File: src/rtl/lcd_power_seq.sv
// LCD panel power/clock sequencer: PLL reset and lock qualification, pixel reset
// release, DISP and backlight ordering, orderly shutdown and lock-failure handling.
module lcd_power_seq #(
    parameter int unsigned PLL_RST_CYCLES = 100,
    parameter int unsigned LOCK_TIMEOUT   = 100000,
    parameter int unsigned SETTLE_CYCLES  = 10000,
    parameter int unsigned DISP_DELAY     = 2000000,
    parameter int unsigned BL_DELAY       = 10000000,
    parameter int unsigned OFF_DELAY      = 5000000,
    parameter int unsigned MAX_ATTEMPTS   = 3
) (
    input  logic clock,
    input  logic reset,
    input  logic enable,
    input  logic pll_locked,
    output logic pll_resetb,
    output logic pixel_reset,
    output logic lcd_disp,
    output logic backlight_en,
    output logic ready,
    output logic fault
);

    typedef enum logic [3:0] {
        OFF, PLL_RST, WAIT_LOCK, SETTLE, PIX_START,
        DISP_WAIT, RUN, BL_OFF, DISP_OFF, FAULT
    } state_t;

    localparam logic [23:0] PLL_RST_LAST = 24'(PLL_RST_CYCLES - 1);
    localparam logic [23:0] LOCK_LAST    = 24'(LOCK_TIMEOUT - 1);
    localparam logic [23:0] SETTLE_LAST  = 24'(SETTLE_CYCLES - 1);
    localparam logic [23:0] DISP_LAST    = 24'(DISP_DELAY - 1);
    localparam logic [23:0] BL_LAST      = 24'(BL_DELAY - 1);
    localparam logic [23:0] OFF_LAST     = 24'(OFF_DELAY - 1);
    localparam logic [2:0]  ATT_MAX      = 3'(MAX_ATTEMPTS);

    state_t      state_q, state_d;
    logic [1:0]  sync_q, sync_d;
    logic [23:0] cnt_q, cnt_d;
    logic [2:0]  attempts_q, attempts_d;
    logic [5:0]  out_q, out_d;

    logic        locked_s;
    logic [2:0]  att_inc;
    state_t      fail_state;

    assign locked_s   = sync_q[1];
    assign att_inc    = attempts_q + 3'd1;
    assign fail_state = (att_inc == ATT_MAX) ? FAULT : PLL_RST;

    assign {pll_resetb, pixel_reset, lcd_disp, backlight_en, ready, fault} = out_q;

    always_comb begin
        sync_d     = {sync_q[0], pll_locked};
        state_d    = state_q;
        attempts_d = attempts_q;

        // Lock loss is tested before enable so it wins when both occur together.
        unique case (state_q)
            OFF:       if (enable) state_d = PLL_RST;
            PLL_RST: begin
                if (!enable)                    state_d = OFF;
                else if (cnt_q == PLL_RST_LAST) state_d = WAIT_LOCK;
            end
            WAIT_LOCK: begin
                if (!enable)                 state_d = OFF;
                else if (locked_s)           state_d = SETTLE;
                else if (cnt_q == LOCK_LAST) begin
                    attempts_d = att_inc;
                    state_d    = fail_state;
                end
            end
            SETTLE: begin
                if (!locked_s) begin
                    attempts_d = att_inc;
                    state_d    = fail_state;
                end
                else if (!enable)              state_d = OFF;
                else if (cnt_q == SETTLE_LAST) state_d = PIX_START;
            end
            PIX_START: begin
                if (!locked_s) begin
                    attempts_d = att_inc;
                    state_d    = fail_state;
                end
                else if (!enable)            state_d = OFF;
                else if (cnt_q == DISP_LAST) state_d = DISP_WAIT;
            end
            DISP_WAIT: begin
                if (!locked_s) begin
                    attempts_d = att_inc;
                    state_d    = fail_state;
                end
                else if (!enable)          state_d = BL_OFF;
                else if (cnt_q == BL_LAST) state_d = RUN;
            end
            RUN: begin
                if (!locked_s) begin
                    attempts_d = att_inc;
                    state_d    = fail_state;
                end
                else if (!enable) state_d = BL_OFF;
            end
            BL_OFF:   if (cnt_q == OFF_LAST) state_d = DISP_OFF;
            DISP_OFF: if (cnt_q == OFF_LAST) state_d = OFF;
            FAULT:    if (!enable) state_d = OFF;
            default:  state_d = OFF;
        endcase

        if (state_d != state_q) begin
            cnt_d = '0;
            if (state_d == OFF || state_d == RUN) attempts_d = '0;
        end else begin
            cnt_d = cnt_q + 24'd1;
        end

        // {pll_resetb, pixel_reset, lcd_disp, backlight_en, ready, fault}
        unique case (state_d)
            WAIT_LOCK, SETTLE:  out_d = 6'b110000;
            PIX_START:          out_d = 6'b100000;
            DISP_WAIT, BL_OFF:  out_d = 6'b101000;
            RUN:                out_d = 6'b101110;
            DISP_OFF:           out_d = 6'b100000;
            FAULT:              out_d = 6'b010001;
            default:            out_d = 6'b010000;
        endcase
    end

    always_ff @(posedge clock or posedge reset) begin
        if (reset) begin
            state_q    <= OFF;
            sync_q     <= '0;
            cnt_q      <= '0;
            attempts_q <= '0;
            out_q      <= 6'b010000;
        end else begin
            state_q    <= state_d;
            sync_q     <= sync_d;
            cnt_q      <= cnt_d;
            attempts_q <= attempts_d;
            out_q      <= out_d;
        end
    end

endmodule

File: config.mk
export PLATFORM = sky130hd
export DESIGN_NAME = lcd_power_seq
export DESIGN_NICKNAME = d
export VERILOG_FILES = /design/src/rtl/lcd_power_seq.sv
export SDC_FILE = /design/constraint.sdc
export NUM_CORES = 1
export LEC_CHECK = 0
export BUFFER_PORTS_ARGS = -buffer_cell sky130_fd_sc_hd__clkbuf_2
export CORE_ASPECT_RATIO = 1.4
export CORE_MARGIN = 4
export CORE_UTILIZATION = 56
export DETAILED_ROUTE_END_ITERATION = 8
export GPL_ROUTABILITY_DRIVEN = 0
export HOLD_SLACK_MARGIN = 0.03
export PLACE_DENSITY_LB_ADDON = 0.2
export SLEW_MARGIN = 20
export SYNTH_ARGS = -nofsm -noshare
export SYNTH_HDL_FRONTEND = slang
export SYNTH_SLANG_ARGS = --single-unit
File: constraint.sdc
create_clock -name clock -period 2.7 [get_ports clock]
set_input_delay 0.27 -clock clock [delete_from_list [all_inputs] [get_ports clock]]
set_output_delay 0.27 -clock clock [all_outputs]
set_load 0.01 [all_outputs]
==> qor.yml, run 1 <==
pin_count: 10
ys.flop_type: "dfrtp_1"
drc: 0
setup_ws_ns: 0.156
antenna_found_initial: 0
pre_cts_slack_ns: 0.0693
nNetsFinal: 310
ys_warn_count: 0
start_kind: "flip-flop"
clk_path_buf_depth: 2
yosysUniqueCellTypes: 56
cp.required_ns: 2.87
synth_cells: 279
worst_pin_slew_ns: 0.576
hold_class: "in -> reg"
cellPowerDensity_mw_per_mm2: 341
grt_max_degree: 25
cts.sinks: 38
synth_top_cell_by_area: "dfrtp_1"
die_w_um: 65.7
layout-drive-gt1-share_pct: 27.4
drtIter0Drc: 182
slew_viol_final: 0
start_util_pct: 57.5
avgSynthCellArea_um2: 9.35
power.total_mw: 1.02
status: "complete, no violations"
p_leak_nw: 1.26
max_freq_mhz: 393
synthArstFlopShare_pct: 100
maxCapViolCount: 0
synth-seq-area-share_pct: 36.5
fin_util_pct: 65.8
die_area_mm2: 0.00583
antennaDiodeCount: 0
setup_viol: 0
cts_made_buffers: 5
dieHeight_um: 88.8
synth_area_mm2: 0.00261
netlist_top_cells_count: "dfrtp_1, nand2_1, nor3_2, nand3_1"
finalCriticalPeriod_ns: 2.54
cts_tree: "done"
period_share_pct: 94.2
dpl.hpwl_mm: 4.56
yosys.cell_count.top_type: "dfrtp_1"
syn_nets: 286
critical_path_class: "reg -> reg"
syn_to_final_growth_pct: 14.3
overflow: 0
instances_no_fill: 365
cts.root.buffer_cell: "clkbuf_8"
dr.pass1.iters: 5
placed_cells: 354
post_dp_cell_area_mm2: 0.00283
stdcell_area_mm2: 0.00298
synth_edf_count: 0
row_count: 29
postRouteAntennaNets: 0
first_global_vias: 2176
grt_pass1_wl_mm: 10.5
via_per_inst: 5.97
post_drt_wl_per_cell_um: 17.0
worstSkewPairLatency_ns: 0.29
peakVddDrop_v: 0.000201
core_area_mm2: 0.00454
num_vias: 2178
end_kind: "flip-flop"
maxSlewHeadroom_pct: 61.5
grt_setup_unrepaired: "false"
synthTopCellsByArea: "dfrtp_1, nor3_2, xnor2_1"
grt.total_usage_pct: 23.5
arrival_ns: 2.72
cts_max_level: 2
ys_seq_elements: 38
final.setup_skew_ns: 0.00692
fin_tns_setup_ns: 0
netlist.area_leader.share_pct: 35.5
final_hold_viol_count: 0
holdWs_ns: 0.0913
finalWirelength_mm: 6.20
cts.clk_slew.worst_paths_ns: 0.07
cp_max_fo: 24
port_buffers: 9
## sequential cells by signal, summed over array words and instances, names as in the netlist
| signal | cells |
|---|---|
| attempts_q | 3 |
| cnt_q | 24 |
| sync_q | 2 |
| out_q | 5 |
| state_q | 4 |
## metal layers
| layer | GRT usage [%] | up-vias | part of all wire [%] |
|---|---|---|---|
| met5 | 0 | - | 0 |
| li1 | - | 1060 | - |
| met1 | 28.5 | 1043 | 40 |
| met3 | 3.81 | 14 | 3.7 |
| met2 | 40.4 | 61 | 53 |
| met4 | 11.1 | 0 | 2.7 |
## cells by family after synthesis
logic type	Yosys count	share of synthesized area (%)
AOI/OAI and AO/OA	30	8.77
adders and majority gates	3	1.44
buffers and inverters	30	6.09
muxes	1	0.384
and+or+nand+nor	152	38.4
xor gates and xnor gates	25	8.39
DFF	38	36.5
## where the power goes
part / internal (mW) / switching, mW
combinational: 0.0232 / 0.0409
clock: 0.173 / 0.196
sequential: 0.575 / 0.00926
total: 0.772 / 0.246
## critical path: stages, from the launching register on
cell and delay (ns):
dfrtp_1 0.41, or4b_4 0.57, nor4_4 0.22, nand4_1 0.20, o21ai_0 0.38, nand3_2 0.17
a21oi_4 0.19, buf_12 0.20, nor3_1 0.07
## final timing paths
check                      startpoint          to  slack [ns]  depth (start not counted)
setup / recovery            cnt_q[11]   cnt_q[23]        0.16                          8
hold / removal             pll_locked   sync_q[0]        0.09                          1
min in group asynchronous       reset  state_q[2]        0.57                          3
setup reg to reg            cnt_q[11]   cnt_q[23]        0.16                          8
hold reg to reg             sync_q[0]   sync_q[1]        0.38                          0
max in group asynchronous       reset    out_q[4]        1.36                          4
## layout make-up
class | count | area, um^2
sequential | 38 | 953
inverter | 7 | 26.3
timing repair buffer | 40 | 307
clock buffer | 5 | 68.8
clock inverter | 2 | 10.0
tap | 62 | 77.6
fill | 394 | 1550
multi-input combinational | 211 | 1540
## placed cells by master (no fill, tap or decap), drive strengths merged, types with 3 or more instances in the layout
| cell | instances |
|---|---|
| dfrtp | 37 |
| buf | 30 |
| nor3 | 30 |
| nand2 | 26 |
| nand3 | 18 |
| xnor2 | 15 |
| clkbuf | 14 |
| nor2 | 13 |
| and3 | 10 |
| xor2 | 10 |
| nand4 | 9 |
| inv | 7 |
| nor4 | 6 |
| and4 | 5 |
| o211ai | 5 |
| a21oi | 5 |
| nor2b | 4 |
| nor4bb | 4 |
| o21ai | 4 |
| or3 | 3 |
| a211oi | 3 |
| ha | 3 |
| nor3b | 3 |
| nand4bb | 3 |
| nor4b | 3 |
## timing repair
item / CTS / global route
endpoints found under the setup margin: 0 / 27
setup buffers: 0 / 2
hold endpoints to repair: 15 / 0
hold buffers: 1 / 0
resized for setup: 0 / 7
No activity file was read; power rests on OpenSTA's default activity.
==> run 2, diff against run 1 <==
Settings changed: CORE_UTILIZATION 56 to 60.
Clock period 2.7 ns to 3.2 ns, I/O delays scaled along.
==> qor.yml, run 2 (synthesized netlist as in run 1, its figures left out) <==
final_common_cell: "dfrtp_1"
row_count: 28  # -3.4%
port_buffers: 9  # unchanged
arrival_ns: 2.95  # +0.23 ns
antenna_found_initial: 0  # unchanged
status: "complete, no violations"
grt.total_usage_pct: 22.9  # -0.63 points
p_leak_nw: 1.14  # -9.8%
cts_resized: 0  # unchanged
cts_made_buffers: 5  # unchanged
dieHeight_um: 86.0  # -3.1%
max_freq_mhz: 359  # -8.7%
rr_endpoint: "attempts_q[0]"
cts.clk_slew.worst_paths_ns: 0.07  # about the same
r2r_setup_slack_ns: 0.41  # +0.26 ns
crit_start: "cnt_q[0]"
pin_count: 10  # unchanged
grt_max_degree: 25  # unchanged
cts.sinks: 38  # unchanged
slew_viol_final: 0  # unchanged
r2r_cells: 9  # +1
first_global_vias: 2094  # -3.8%
finalWirelength_mm: 5.77  # -7.0%
largestRegisters: "cnt_q: 24 flops, out_q: 5 flops, state_q: 4 flops"
end_kind: "flip-flop"
antennaDiodeCount: 0  # unchanged
syn_to_final_growth_pct: 5.03
cts.root.buffer_cell: "clkbuf_8"
cellPowerDensity_mw_per_mm2: 315  # -7.7%
period_share_pct: 87.1  # -7.1 points
final_hold_viol_count: 0  # unchanged
grt_setup_unrepaired: "false"
maxSlewHeadroom_pct: 54.9  # -6.7 points
final.setup_skew_ns: 0.00621  # -0.000703 ns
start_util_pct: 62.1  # +4.5 points
layout-drive-gt1-share_pct: 19.6  # -7.7 points
die_w_um: 63.7  # -3.0%
fin_tns_setup_ns: 0  # unchanged
grt_pass1_wl_mm: 9.98  # -5.2%
dr.pass1.iters: 4  # -1
post_drt_wl_per_cell_um: 17.7  # +4.4%
largest_reg_flops: 24  # unchanged
cp_max_fo: 14  # -42%
maxCapViolCount: 0  # unchanged
finalCriticalPeriod_ns: 2.79  # +0.243 ns
dpl.hpwl_mm: 4.20  # -7.8%
drc: 0  # unchanged
hold_class: "in -> async"
peakVddDrop_v: 0.000239  # +19%
via_per_inst: 6.58  # +10%
regMostFlops: "cnt_q"
critical_path_class: "reg -> reg"
post_cts_buffers: 0  # unchanged
cts_tree: "done"
postRouteAntennaNets: 0  # unchanged
power.total_mw: 0.864  # -15%
timing.critical_path.to: "attempts_q[0]"
cts_max_level: 2  # unchanged
layout_common_cells: "dfrtp_1, nand2_1, nor3_2, nand3_1, xnor2_1"
start_kind: "flip-flop"
num_vias: 2138  # -1.8%
nNetsFinal: 288  # -7.1%
ctsHoldBuffers: 0  # -1
worstSkewPairLatency_ns: 0.28  # about the same
r2r-start: "cnt_q[0]"
setup_viol: 0  # unchanged
overflow: 0  # unchanged
cp.required_ns: 3.36  # +0.49 ns
worst_pin_slew_ns: 0.676  # +0.0997 ns
die_area_mm2: 0.00548  # -6.0%
drtIter0Drc: 196  # +7.7%
core_area_mm2: 0.00420  # -7.3%
clk_path_buf_depth: 2  # unchanged
## run 2: changes by cell type in the layout (fill, tap and decap cells not counted), moves of 2 or more
cell | previous run | this run
buf_4 | 26 | 8
nor4b_2 | 2 | 0
clkinv_2 | 2 | 0
nor4b_1 | 1 | 3
## run 2: worst max-delay path: stages (launching register included)
cell	delay, ns
dfrtp_1	0.40
ha_1	0.27
nand3_1	0.22
nor4b_1	0.54
nand2_1	0.10
a211oi_1	0.47
nand3_1	0.13
nand4bb_1	0.15
buf_4	0.26
o211ai_1	0.13
## run 2: worst min-delay path by stage
stage | startpoint | endpoint | slack, ns | depth (start not counted)
5_1_grt | pll_locked | sync_q[0] | 0.14 | 1
3_5_place_dp | sync_q[0] | sync_q[1] | 0.34 | 0
6_report | reset | attempts_q[2] | 0.11 | 2
3_3_place_gp | sync_q[0] | sync_q[1] | 0.33 | 0
4_1_cts | reset | cnt_q[14] | 0.12 | 2
2_1_floorplan | sync_q[0] | sync_q[1] | 0.33 | 0
## run 2: through the flow
stage	instances	utilization, %	hold slack (ns)	instance area, um^2	setup slack [ns]
3_3_place_gp	319	63.2	0.332	2660	0.547
4_1_cts	325	65.2	0.124	2740	0.459
3_5_place_dp	319	63.2	0.336	2660	0.479
2_1_floorplan	279	-	0.331	2610	0.637
5_1_grt	325	65.2	0.137	2740	0.0713
6_report	325	65.2	0.106	2740	0.413
## run 2: final cells by class
type | count | area [um^2]
inverters | 7 | 26.3
flip-flops and latches | 38 | 952
well taps | 45 | 56.3
repair buffers | 18 | 125
clock buffers | 6 | 82.6
multi-input cells | 211 | 1500
fillers | 355 | 1460
## run 2: power by group
group | internal (mW) | leakage [nW] | total, mW | switching (mW)
Combinational | 0.0179 | 0.573 | 0.0509 | 0.0330
Clock | 0.166 | 0.0431 | 0.319 | 0.153
Sequential | 0.486 | 0.519 | 0.493 | 0.00790
## run 2: layer usage
layer,track usage (%),vias to the layer above,part of all wire [%]
met1,27.0,1022,40
met5,0,-,0
li1,-,1011,-
met2,39.6,74,52
met3,4.33,31,3.9
met4,11.2,0,4.3
